==> src/rtl/serial_adder_n.sv <==
// rtl/serial_adder_n.sv - bit-serial N-bit adder, LSB-first, one full-adder cell plus carry flip-flop
// Start/busy/done handshake; sum/cout hold the last completed result.

module fa_cell (
  input  logic i_a,
  input  logic i_b,
  input  logic i_ci,
  output logic o_s,
  output logic o_co
);
  assign o_s  = i_a ^ i_b ^ i_ci;
  assign o_co = (i_a & i_b) | (i_a & i_ci) | (i_b & i_ci);
endmodule

module serial_adder_n #(
  parameter int WIDTH = 8
) (
  input  logic             clk,
  input  logic             rst_n,
  input  logic             start,
  input  logic [WIDTH-1:0] a,
  input  logic [WIDTH-1:0] b,
  input  logic             cin,
  output logic             busy,
  output logic             done,
  output logic [WIDTH-1:0] sum,
  output logic             cout
);
  localparam int CW = $clog2(WIDTH + 1);
  localparam int PW = (WIDTH > 1) ? WIDTH - 1 : 1;
  localparam logic [CW-1:0] LAST = CW'(WIDTH - 1);

  typedef enum logic [1:0] {S_IDLE, S_RUN, S_DONE} state_t;

  state_t           r_state;
  logic [WIDTH-1:0] r_sa;
  logic [WIDTH-1:0] r_sb;
  logic [PW-1:0]    r_part;
  logic             r_c;
  logic [CW-1:0]    r_cnt;
  logic             r_busy;
  logic             r_done;
  logic [WIDTH-1:0] r_sum;
  logic             r_cout;

  logic             w_s;
  logic             w_c;
  logic             w_load;
  logic [PW-1:0]    w_part_next;
  logic [WIDTH-1:0] w_sum_next;

  fa_cell u_fa (
    .i_a  (r_sa[0]),
    .i_b  (r_sb[0]),
    .i_ci (r_c),
    .o_s  (w_s),
    .o_co (w_c)
  );

  // The partial register only needs WIDTH-1 bits: the MSB of the result is the
  // sum bit produced on the completion edge itself.
  generate
    if (WIDTH == 1) begin : g_w1
      assign w_part_next = r_part;
      assign w_sum_next  = w_s;
    end else if (WIDTH == 2) begin : g_w2
      assign w_part_next = w_s;
      assign w_sum_next  = {w_s, r_part};
    end else begin : g_wn
      assign w_part_next = {w_s, r_part[PW-1:1]};
      assign w_sum_next  = {w_s, r_part};
    end
  endgenerate

  assign w_load = start && (r_state == S_IDLE || r_state == S_DONE);

  always_ff @(posedge clk or negedge rst_n) begin
    if (!rst_n) begin
      r_state <= S_IDLE;
      r_sa    <= '0;
      r_sb    <= '0;
      r_part  <= '0;
      r_c     <= 1'b0;
      r_cnt   <= '0;
      r_busy  <= 1'b0;
      r_done  <= 1'b0;
      r_sum   <= '0;
      r_cout  <= 1'b0;
    end else begin
      case (r_state)
        S_RUN: begin
          r_c    <= w_c;
          r_sa   <= r_sa >> 1;
          r_sb   <= r_sb >> 1;
          r_part <= w_part_next;
          r_cnt  <= r_cnt + CW'(1);
          if (r_cnt == LAST) begin
            r_sum   <= w_sum_next;
            r_cout  <= w_c;
            r_state <= S_DONE;
            r_busy  <= 1'b0;
            r_done  <= 1'b1;
          end
        end
        default: begin
          r_done <= 1'b0;
          if (w_load) begin
            r_sa    <= a;
            r_sb    <= b;
            r_c     <= cin;
            r_cnt   <= '0;
            r_state <= S_RUN;
            r_busy  <= 1'b1;
          end else begin
            r_state <= S_IDLE;
          end
        end
      endcase
    end
  end

  assign busy = r_busy;
  assign done = r_done;
  assign sum  = r_sum;
  assign cout = r_cout;
endmodule

==> config.mk <==
export PLATFORM = sky130hd
export DESIGN_NAME = serial_adder_n
export DESIGN_NICKNAME = d
export VERILOG_FILES = /design/src/rtl/serial_adder_n.sv
export SDC_FILE = /design/constraint.sdc
export NUM_CORES = 1
export LEC_CHECK = 0
export CAP_MARGIN = 20
export CELL_PAD_IN_SITES_DETAIL_PLACEMENT = 1
export CELL_PAD_IN_SITES_GLOBAL_PLACEMENT = 1
export CORE_ASPECT_RATIO = 0.5
export CORE_MARGIN = 4
export CORE_UTILIZATION = 27
export DETAILED_ROUTE_END_ITERATION = 12
export PLACE_DENSITY = 0.52
export SKIP_CTS_REPAIR_TIMING = 1
export SLEW_MARGIN = 0
export SYNTH_ARGS = -nofsm -noshare
export SYNTH_HDL_FRONTEND = slang
export SYNTH_HIERARCHICAL = 1
export SYNTH_SLANG_ARGS = --single-unit
==> constraint.sdc <==
create_clock -name clk -period 2.6 [get_ports clk]
set_input_delay 0.65 -clock clk [delete_from_list [all_inputs] [get_ports clk]]
set_output_delay 0.65 -clock clk [all_outputs]
set_load 0.05 [all_outputs]
# Word-level counts from Yosys, hierarchy flattened
# Cells that the tools add are included.
[word_totals] word_cells=44 in_bits=20 output_inout_bits=11 reg_bits=41
[classes] add_sub_neg=1 n_bitwise=7 muxes=16 reduce_logical=6 n_eq_ne=4
[op_table] op="$mux 8" n=4
[op_table] op="$mux 1" n=8
[op_table] op="$mux 4" n=2
[op_table] op="$add 4x1->4 const B" n=1
[op_table] op="$eq 4x3->1 const B" n=1
[op_table] op="$mux 2" n=2
[op_table] op="$reduce_and 2->1" n=2
[op_table] op="$and 1x1->1" n=3
[op_table] op="$eq 2x1->1 const B" n=1
[op_table] op="$eq 2x2->1 const B" n=1
[op_table] op="$logic_not 2->1" n=1
[op_table] op="$ne 2x2->1 const B" n=1
[op_table] op="$or 1x1->1" n=2
[op_table] op="$reduce_bool 2->1" n=1
[op_table] op="$xor 1x1->1" n=2
[op_table] op="$logic_and 1x1->1" n=1
[op_table] op="$logic_or 1x1->1" n=1

# Depth between registers and ports, before layout
# Gate-level depths: netlist of the first run.
[depth] depth_word=5 depth_mapped=5 depth_no_buf=4

# Modules after synthesis
# The synthesis of the first run kept the hierarchy.
[by_module_without_submodules] mod="serial_adder_n" cells_per_inst=114 area_per_inst_um2=1629.1 n_inst=1 seq_area_each_um2=1001.0
[by_module_without_submodules] mod="fa_cell" cells_per_inst=1 area_per_inst_um2=20.0 n_inst=1 seq_area_each_um2=0.0

# Worst setup path before layout of the first run
# Ideal clock, no wire load.
[synth_path] path_kind="flip-flop to flip-flop" start="reg, netlist name done" end="reg r_sum[0] (netlist: sum[0])" arrival_time_ns=1.547 path_buffers=1 t_required_ns=2.475 path_slack_ns=0.928 period_less_slack_ns=1.672 path_stages_with_launch=5 setup_ns=0.125 path_cell_list="dfrtp_1 -> and2b_1 -> nor3b_2 -> buf_4 -> mux2_2"
[synth_lines] item="end signal, assigned" line="98" source="r_sum <= w_sum_next;"
[synth_lines] item="end, declared" line="43" source="logic [WIDTH-1:0] r_sum;"

# Worst setup path after layout of the first run
[layout_path] start="reg r_sum[5] (netlist: sum[5])" end="out sum[5]"
[layout_lines] item="end, declared" line="26" source="output logic [WIDTH-1:0] sum,"
# No word-level cell between the ends.

==> results.py, run 1 <==
metrics = {
    "run_status": {
        "status": "completed",
    },
    "die": {
        "dieWidth_microns": 119,
        "die_y_microns": 63.3,
        "core-area_sq_um": 5680,
        "dieArea_sq_um": 7500,
        "row_count": 19,
        "initial_core_util_pct": 29.0,
        "ios": 31,
    },
    "synth": {
        "syn_area_sq_um": 1650,
        "synth.avg_cell_area_sq_um": 14.3,
        "ys_warn_count": 6,
        "ys_ff_latch": 40,
        "synth_cell_types": 18,
        "syn_inst": 115,
        "syn-num-nets": 137,
        "seq_area_frac_synth_pct": 60.7,
    },
    "timing": {
        "slew_violations": 0,
        "setup_tns_ps": 0,
        "final_hold_viol_count": 0,
        "fmax_ghz": 0.480,
        "layout_min_cycle_time_ps": 2080,
        "tightest_slew_ps": 772,
        "period_share_pct": 80.2,
        "maxSlewHeadroom_pct": 48.5,
        "finClkSkew_ps": 6.47,
        "setup_viol": 0,
        "final.setup.worst_slack_ps": 515,
        "rsz0062_at_grt": "no",
    },
    "detailed_routing": {
        "drtIter0Drc": 42,
        "drt_pass1_iterations": 4,
        "routed_via_density": 4.80,
        "postRouteAntennaNets": 0,
        "drc": 0,
        "route.vias.total": 1070,
        "totalWireLength_mm": 3.29,
        "routedWlPerCell_microns": 14.7,
    },
    "run": {
        "maxCapViolCount": 0,
    },
    "clocking": {
        "clockBufferDepth": 2,
        "root_buffer": "clkbuf_16",
        "insertion_delay_ps": 280,
        "cts_tree": "built",
        "cts_inserted_buffers": 5,
        "cts.sinks": 40,
        "clk_pin_slew_ps": 60,
        "cts_max_level": 2,
    },
    "critical_path": {
        "crit_buf_inv": 1,
        "cp_data_required_time_ps": 1950,
        "cp-end-kind": "output port",
        "cp_cell_sequence": "clkdlybuf4s50_1",
        "critPathTopFamily": "buffers and inverters",
        "arrival_ps": 1430,
        "critPathKind": "register to output port",
        "cp-start-kind": "register",
        "slowest_delay_ps": 810,
        "cp_slowest_cell": "clkdlybuf4s50_1",
        "cp_max_fo": 2,
    },
    "layout": {
        "n_antenna_cell": 0,
        "nets": 171,
        "drive_gt1_share_pct": 21.3,
        "stdcell_area_sq_um": 2160,
        "syn_to_final_growth_pct": 31.0,
        "final_cells": 223,
    },
    "power": {
        "p_per_area_nw_per_um2": 1350,
        "peakVddDrop_uv": 528,
        "p_leak_nw": 1.03,
    },
    "global_route": {
        "grt_usage_pct": 9.49,
        "overflow": 0,
        "grt_pass1_wl_mm": 5.55,
        "antenna_found_initial": 0,
        "grt_max_degree": 23,
        "grt_pass1_vias": 1120,
    },
    "placed_design": {
        "dp_cells": 215,
        "io_buffer_count": 30,
        "place.gp.congestion": 0.671,
        "pre_cts_ws_ps": 398,
        "place_area_sq_um": 2020,
        "place_hpwl_mm": 2.17,
    },
    "min_path": {
        "hold_path_class": "primary input to asynchronous set/reset pin",
    },
}
## final cells by class
type | instances | area, sq um
Clock buffer | 5 | 125
Clock inverter | 3 | 18.8
Fill cell | 598 | 3520
Multi-Input combinational cell | 68 | 598
Sequential cell | 40 | 1000
Tap cell | 73 | 91.3
Timing Repair Buffer | 34 | 325
## registers in the layout, summed over array words and instances, names as in the netlist
signal / count
done: 1
r_cnt: 4
r_part: 7
sum: 8
r_sb: 8
cout: 1
r_sa: 8
busy: 1
r_state: 1
r_c: 1
## power by group
part	switching [mW]	internal, mW
clock network	0.236	0.353
logic	0.645	0.592
registers	0.175	0.916
total	1.06	1.86
## synthesized netlist by cell type (all sizes together)
master  count  area share (%)
a21o       15             6.8
a22o       19              10
and2b       1            0.46
buf         7             3.0
dfrtp      40              61
fa          1             1.2
ha          1            0.76
mux2       17              12
mux2i       2             1.2
nand2       3            0.68
nand2b      1            0.38
nand4       1            0.38
nor2        3            0.84
nor2b       2            0.76
nor3b       1            0.76
o21ai       1            0.30
## metal layers
metal / routed length (microns) / share of wire [%] / up-vias / global-route usage, %
met4: 49 / 1.5 / 0 / 3.90
met5: 0 / 0 / - / 0
met1: 1580 / 48 / 551 / 12.5
met3: 163 / 5.0 / 5 / 3.84
li1: - / - / 497 / -
met2: 1500 / 45 / 17 / 13.8
## kinds of logic after synthesis
family | after synthesis | synth area share (%)
buffers and inverters | 7 | 3.03
AOI/OAI and AO/OA | 35 | 17.2
and+or+nand+nor | 12 | 4.25
adders and majority gates | 2 | 1.97
muxes | 19 | 12.8
DFF | 40 | 60.7
## per-stage QoR
stage | hold WS, ps | total power [mW] | utilization (%)
after global placement | 461 | 2.34 | 35.5
final | 322 | 2.92 | 38.0
after CTS | 334 | 2.97 | 38.0
after floorplan | 354 | 2.01 | -
after global routing | 349 | 3.12 | 38.0
after detailed placement | 466 | 2.36 | 35.5
## cells in the final DEF (no fill, tap or decap), drive strengths merged
cell type	instances
clkdlybuf4s50	29
ha	1
mux2i	2
mux2	17
a21o	15
dfrtp	40
buf	5
nor3b	1
nor2	3
nor2b	2
nand2	3
and2b	1
o21ai	1
a22o	19
clkbuf	5
nand2b	1
fa	1
nand4	1
clkinv	3
## worst register-to-register path, delay by kind of cell, from the launching register on
family / cells / cell delay [ps]
DFF: 1 / 370
muxes: 1 / 350
buffers and inverters: 1 / 220
and+or+nand+nor: 2 / 780
## worst paths after layout
check	from	to	slack, ps	cells past startpoint
min in group clk	r_sb[5]$_DFFE_PN0N_	r_sb[5]$_DFFE_PN0N_	480	1
max in group asynchronous	rst_n	r_sb[5]$_DFFE_PN0N_	1630	2
setup reg to reg	done$_DFFE_PN0P_	sum[6]$_DFFE_PN0P_	770	4
hold / removal	rst_n	sum[1]$_DFFE_PN0P_	320	1
hold reg to reg	r_sb[5]$_DFFE_PN0N_	r_sb[5]$_DFFE_PN0N_	480	1
setup / recovery	sum[5]$_DFFE_PN0P_	sum[5]	520	1
Note: power is estimated with default switching activity, not from simulation.
==> run 2: changes to the inputs <==
==> constraint.sdc (replaced) <==
create_clock -name clk -period 2.05 [get_ports clk]
set_input_delay 0.5125 -clock clk [delete_from_list [all_inputs] [get_ports clk]]
set_output_delay 0.5125 -clock clk [all_outputs]
set_load 0.05 [all_outputs]
==> run 2 against run 1 <==
  * Clock skew is 4.2 ps lower
  * Global-route usage is 0.26 points higher
  * Clock power increased by 60%
  * Sequential power grew 28%
  * Cell count is 0.45% higher
  * Core utilization increased by 0.64 points
  * First-iteration DRC count fell by 14%
  * Highest routed layer unchanged
==> results.py, run 2 (synthesis gave the netlist of run 1 again) <==
metrics = {
    "run_status": {
        "status": "completed",
    },
    "placed_design": {
        "place.gp.congestion": 0.645,
        "pre_cts_ws_ps": -18.7,
        "io_buffer_count": 30,
        "place_hpwl_mm": 2.19,
        "dp_cells": 216,
    },
    "timing": {
        "tightest_slew_ps": 757,
        "fmax_ghz": 0.512,
        "rsz0062_at_grt": "no",
        "setup_viol": 0,
        "final_hold_viol_count": 0,
        "period_share_pct": 95.2,
        "whs_ps": 286,
        "final.setup.worst_slack_ps": 97.8,
        "slew_violations": 0,
        "maxSlewHeadroom_pct": 49.5,
        "layout_min_cycle_time_ps": 1950,
        "finClkSkew_ps": 2.25,
    },
    "layout": {
        "fill_cells": 601,
        "regArea_sq_um": 1000,
        "final_cells": 224,
        "n_antenna_cell": 0,
        "final_common_cell": "dfrtp_1",
        "multi_input_area_sq_um": 598,
        "drive_gt1_share_pct": 24.5,
        "nets": 172,
        "syn_to_final_growth_pct": 33.2,
        "final_cell_mix": "dfrtp_1 (40), clkdlybuf4s50_1 (25), a22o_1 (19)",
    },
    "detailed_routing": {
        "route.vias.total": 1042,
        "drc": 0,
        "totalWireLength_mm": 3.30,
        "drtIter0Drc": 36,
        "postRouteAntennaNets": 0,
        "routedWlPerCell_microns": 14.7,
        "routed_via_density": 4.65,
        "drt_pass1_iterations": 4,
    },
    "die": {
        "dieArea_sq_um": 7500,
        "ios": 31,
        "row_count": 19,
        "die_y_microns": 63.3,
        "dieWidth_microns": 119,
        "core-area_sq_um": 5680,
        "initial_core_util_pct": 29.0,
    },
    "power": {
        "p_per_area_nw_per_um2": 1770,
        "swShare_pct": 34.4,
        "switchingPower_mw": 1.34,
        "intPower_mw": 2.55,
        "peakVddDrop_uv": 697,
        "power_frac_clock_pct": 24.2,
        "p_seq_share_pct": 35.6,
        "power_frac_comb_pct": 40.2,
        "p_leak_nw": 1.06,
    },
    "critical_path": {
        "cp_max_fo": 2,
        "crit_buf_inv": 1,
        "arrival_ps": 1440,
        "cp-end-kind": "output port",
        "cp-start-kind": "register",
        "cp_slowest_cell": "clkdlybuf4s50_1",
        "slowest_delay_ps": 800,
        "critPathTopFamily": "buffers and inverters",
        "critPathKind": "register to output port",
        "cp_data_required_time_ps": 1540,
        "cp_cell_sequence": "clkdlybuf4s50_1",
    },
    "clocking": {
        "cts.sinks": 40,
        "cts_max_level": 2,
        "cts_tree": "built",
        "clockBufferDepth": 2,
        "clk_pin_slew_ps": 60,
        "cts_inserted_buffers": 5,
        "root_buffer": "clkbuf_16",
        "insertion_delay_ps": 280,
    },
    "global_route": {
        "grt_max_degree": 41,
        "antenna_found_initial": 0,
        "grt_pass1_wl_mm": 5.74,
        "grt_usage_pct": 9.74,
        "overflow": 0,
        "grt_pass1_vias": 1146,
    },
    "min_path": {
        "hold_path_class": "primary input to asynchronous set/reset pin",
    },
    "run": {
        "maxCapViolCount": 0,
    },
}
## run 2: changes by cell type in the layout (fill, tap and decap cells not counted)
| cell | change |
|---|---|
| bufinv_16 | +1 |
| clkinv_4 | -1 |
| clkinv_2 | -2 |
| buf_4 | +5 |
| clkbuf_8 | +2 |
| clkdlybuf4s50_1 | -4 |
## run 2: power by group through the flow
stage	sequential, mW	combinational [mW]	clock [mW]
after floorplan	1.67	0.883	0
final	1.39	1.57	0.941
after detailed placement	1.40	1.59	0
after global routing	1.44	1.70	1.01
after CTS	1.39	1.60	0.970
after global placement	1.39	1.58	0
## run 2: final timing paths
path                                         from              endpoint  slack, ps  cells after the start
min in group clk              r_sb[5]$_DFFE_PN0N_   r_sb[5]$_DFFE_PN0N_        480                      1
max in group asynchronous                   rst_n   r_sa[3]$_DFFE_PN0N_       1400                      2
setup / recovery               sum[7]$_DFFE_PN0P_                sum[7]        100                      1
hold reg to reg               r_sb[5]$_DFFE_PN0N_   r_sb[5]$_DFFE_PN0N_        480                      1
hold / removal                              rst_n    sum[1]$_DFFE_PN0P_        290                      2
setup reg to reg           r_state[0]$_DFFE_PN0P_  r_cnt[0]$_DFFE_PN0N_        320                      4
## run 2: final cells by class
| class | instances | share of cell area [%] |
|---|---|---|
| Clock buffer | 7 | 6.95 |
| Clock inverter | 1 | 1.37 |
| Multi-Input combinational cell | 68 | 27.2 |
| Sequential cell | 40 | 45.6 |
| Tap cell | 73 | 4.16 |
| Timing Repair Buffer | 35 | 14.7 |
## run 2: routing by layer
layer  track usage (%)  routed length, microns
met1              12.4                    1690
met5                 0                       0
met4              3.90                      34
met3              3.93                     159
met2              14.8                    1420
## run 2: through the flow
stage / power (mW) / setup TNS [ps] / area [sq um] / util (%)
2_1_floorplan: 2.55 / 0 / 1650 / -
3_3_place_gp: 2.97 / -7.69 / 2010 / 35.4
3_5_place_dp: 3.00 / -18.7 / 2010 / 35.4
4_1_cts: 3.96 / 0 / 2200 / 38.6
5_1_grt: 4.16 / 0 / 2200 / 38.6
6_report: 3.89 / 0 / 2200 / 38.6
==> run 3: changes to the inputs <==
==> config.mk (replaced) <==
export PLATFORM = sky130hd
export DESIGN_NAME = serial_adder_n
export DESIGN_NICKNAME = d
export VERILOG_FILES = /design/src/rtl/serial_adder_n.sv
export SDC_FILE = /design/constraint.sdc
export NUM_CORES = 1
export LEC_CHECK = 0
export CAP_MARGIN = 25
export CORE_ASPECT_RATIO = 0.5
export CORE_MARGIN = 4
export CORE_UTILIZATION = 27
export DETAILED_ROUTE_END_ITERATION = 12
export PLACE_DENSITY = 0.44
export SKIP_CTS_REPAIR_TIMING = 1
export SYNTH_ARGS = -nofsm -noshare
export SYNTH_HDL_FRONTEND = slang
export SYNTH_HIERARCHICAL = 1
export SYNTH_SLANG_ARGS = --single-unit
==> run 3 against run 2 <==
  * Sequential share of layout area increased by 0.47 points
  * Worst setup slack improved by 20 ps
  * Non-clock buffer count increased by 2
  * Clock power decreased by 16%
  * Clock skew increased by 0.68 ps
  * Via count increased by 0.38%
  * Register-to-register slack improved by 180 ps
  * First-iteration DRC count increased by 36%
  * Core utilization decreased by 0.40 points
  * Clock-buffer cell count unchanged
  * Combinational power about the same
  * Flip-flop and latch count unchanged
==> results.py, run 3 (synthesis gave the netlist of run 1 again) <==
metrics = {
    "timing": {
        "period_share_pct": 94.3,
        "slew_violations": 0,
        "tightest_slew_ps": 778,
        "finClkSkew_ps": 2.92,
        "final_hold_viol_count": 0,
        "rsz0062_at_grt": "no",
        "layout_min_cycle_time_ps": 1930,
        "whs_ps": 294,
        "final.setup.worst_slack_ps": 118,
        "maxSlewHeadroom_pct": 48.1,
        "fmax_ghz": 0.517,
        "setup_viol": 0,
        "setup_tns_ps": 0,
    },
    "global_route": {
        "grt_max_degree": 41,
        "grt_usage_pct": 9.44,
        "antenna_found_initial": 0,
        "grt_pass1_wl_mm": 5.63,
        "grt_pass1_vias": 1152,
        "overflow": 0,
    },
    "placed_design": {
        "place_hpwl_mm": 2.18,
        "io_buffer_count": 30,
        "pre_cts_ws_ps": -20.8,
        "place_area_sq_um": 2020,
        "place.gp.congestion": 0.676,
    },
    "critical_path": {
        "critPathTopFamily": "buffers and inverters",
        "arrival_ps": 1420,
        "slowest_delay_ps": 800,
        "worstReg2RegEnd": "r_cnt[0]$_DFFE_PN0N_",
        "r2r_slack_ps": 500,
        "startpoint": "sum[7]$_DFFE_PN0P_",
        "cp-start-kind": "register",
        "cp_cell_sequence": "clkdlybuf4s50_1",
        "cp-end-kind": "output port",
        "crit_buf_inv": 1,
        "reg2reg_from": "r_state[0]$_DFFE_PN0P_",
        "cp_data_required_time_ps": 1540,
        "cp_slowest_cell": "clkdlybuf4s50_1",
        "critPathKind": "register to output port",
        "reg2reg_depth": 3,
        "cp_max_fo": 2,
    },
    "detailed_routing": {
        "route.vias.total": 1046,
        "routedWlPerCell_microns": 14.3,
        "drtIter0Drc": 49,
        "routed_via_density": 4.65,
        "totalWireLength_mm": 3.22,
        "drt_pass1_iterations": 4,
        "drc": 0,
        "postRouteAntennaNets": 0,
    },
    "die": {
        "dieArea_sq_um": 7500,
        "ios": 31,
        "row_count": 19,
        "core-area_sq_um": 5680,
        "die_y_microns": 63.3,
        "dieWidth_microns": 119,
        "initial_core_util_pct": 29.0,
    },
    "layout": {
        "fin_util_pct": 38.3,
        "drive_gt1_share_pct": 27.0,
        "final_common_cell": "dfrtp_1",
        "final_cell_mix": "dfrtp_1 (40), clkdlybuf4s50_1 (22), a22o_1 (19)",
        "fill_cells": 558,
        "nets": 174,
        "regArea_sq_um": 1000,
        "multi_input_area_sq_um": 598,
        "syn_to_final_growth_pct": 31.8,
        "stdcell_area_sq_um": 2170,
        "n_antenna_cell": 0,
    },
    "power": {
        "peakVddDrop_uv": 744,
        "p_per_area_nw_per_um2": 1730,
        "p_leak_nw": 1.06,
    },
    "run": {
        "maxCapViolCount": 0,
    },
    "clocking": {
        "cts_tree": "built",
        "clk_pin_slew_ps": 60,
        "cts_max_level": 2,
        "cts.sinks": 40,
        "insertion_delay_ps": 270,
        "root_buffer": "clkbuf_16",
        "cts_inserted_buffers": 5,
        "clockBufferDepth": 2,
    },
    "min_path": {
        "hold_path_class": "primary input to asynchronous set/reset pin",
    },
    "run_status": {
        "status": "completed",
    },
}
run 3: layout make-up:
type,instances,area share [%]
clock buffers,7,7.02
multi-input cells,68,27.5
flip-flops and latches,40,46.1
well taps,73,4.20
repair buffers,37,15.2
run 3: worst reg2reg max path: stages, from the launching register on:
cell and delay (ps):
dfrtp_1 380, and2b_1 200, nor2_2 620, mux2_2 280
run 3: power breakdown:
part / leakage [nW] / internal, mW / total (mW) / switching [mW]
clock: 0.0760 / 0.510 / 0.793 / 0.282
sequential: 0.498 / 1.16 / 1.38 / 0.219
combinational: 0.489 / 0.756 / 1.58 / 0.821
run 3: worst max-delay path by stage:
stage | to | slack (ps) | cells past startpoint
after global placement | r_cnt[0]$_DFFE_PN0N_ | -6 | 4
after CTS | sum[7] | 100 | 1
after global routing | sum[7] | 70 | 1
after floorplan | sum[0]$_DFFE_PN0P_ | 380 | 4
after detailed placement | r_cnt[0]$_DFFE_PN0N_ | -20 | 4
final | sum[7] | 120 | 1
run 3: stage by stage:
| step | power [mW] | cells |
|---|---|---|
| floorplan | 2.55 | 115 |
| CTS | 3.81 | 225 |
| finish | 3.75 | 225 |
| global placement | 2.98 | 218 |
| detailed placement | 3.00 | 218 |
| global route | 4.02 | 225 |
run 3: per-layer routing:
| layer | vias to the layer above | GRT usage [%] | share of wire [%] |
|---|---|---|---|
| li1 | 499 | - | - |
| met1 | 529 | 12.3 | 50 |
| met2 | 16 | 14.5 | 45 |
| met3 | 2 | 3.40 | 4.0 |
| met5 | - | 0 | 0 |
| met4 | 0 | 3.46 | 0.43 |
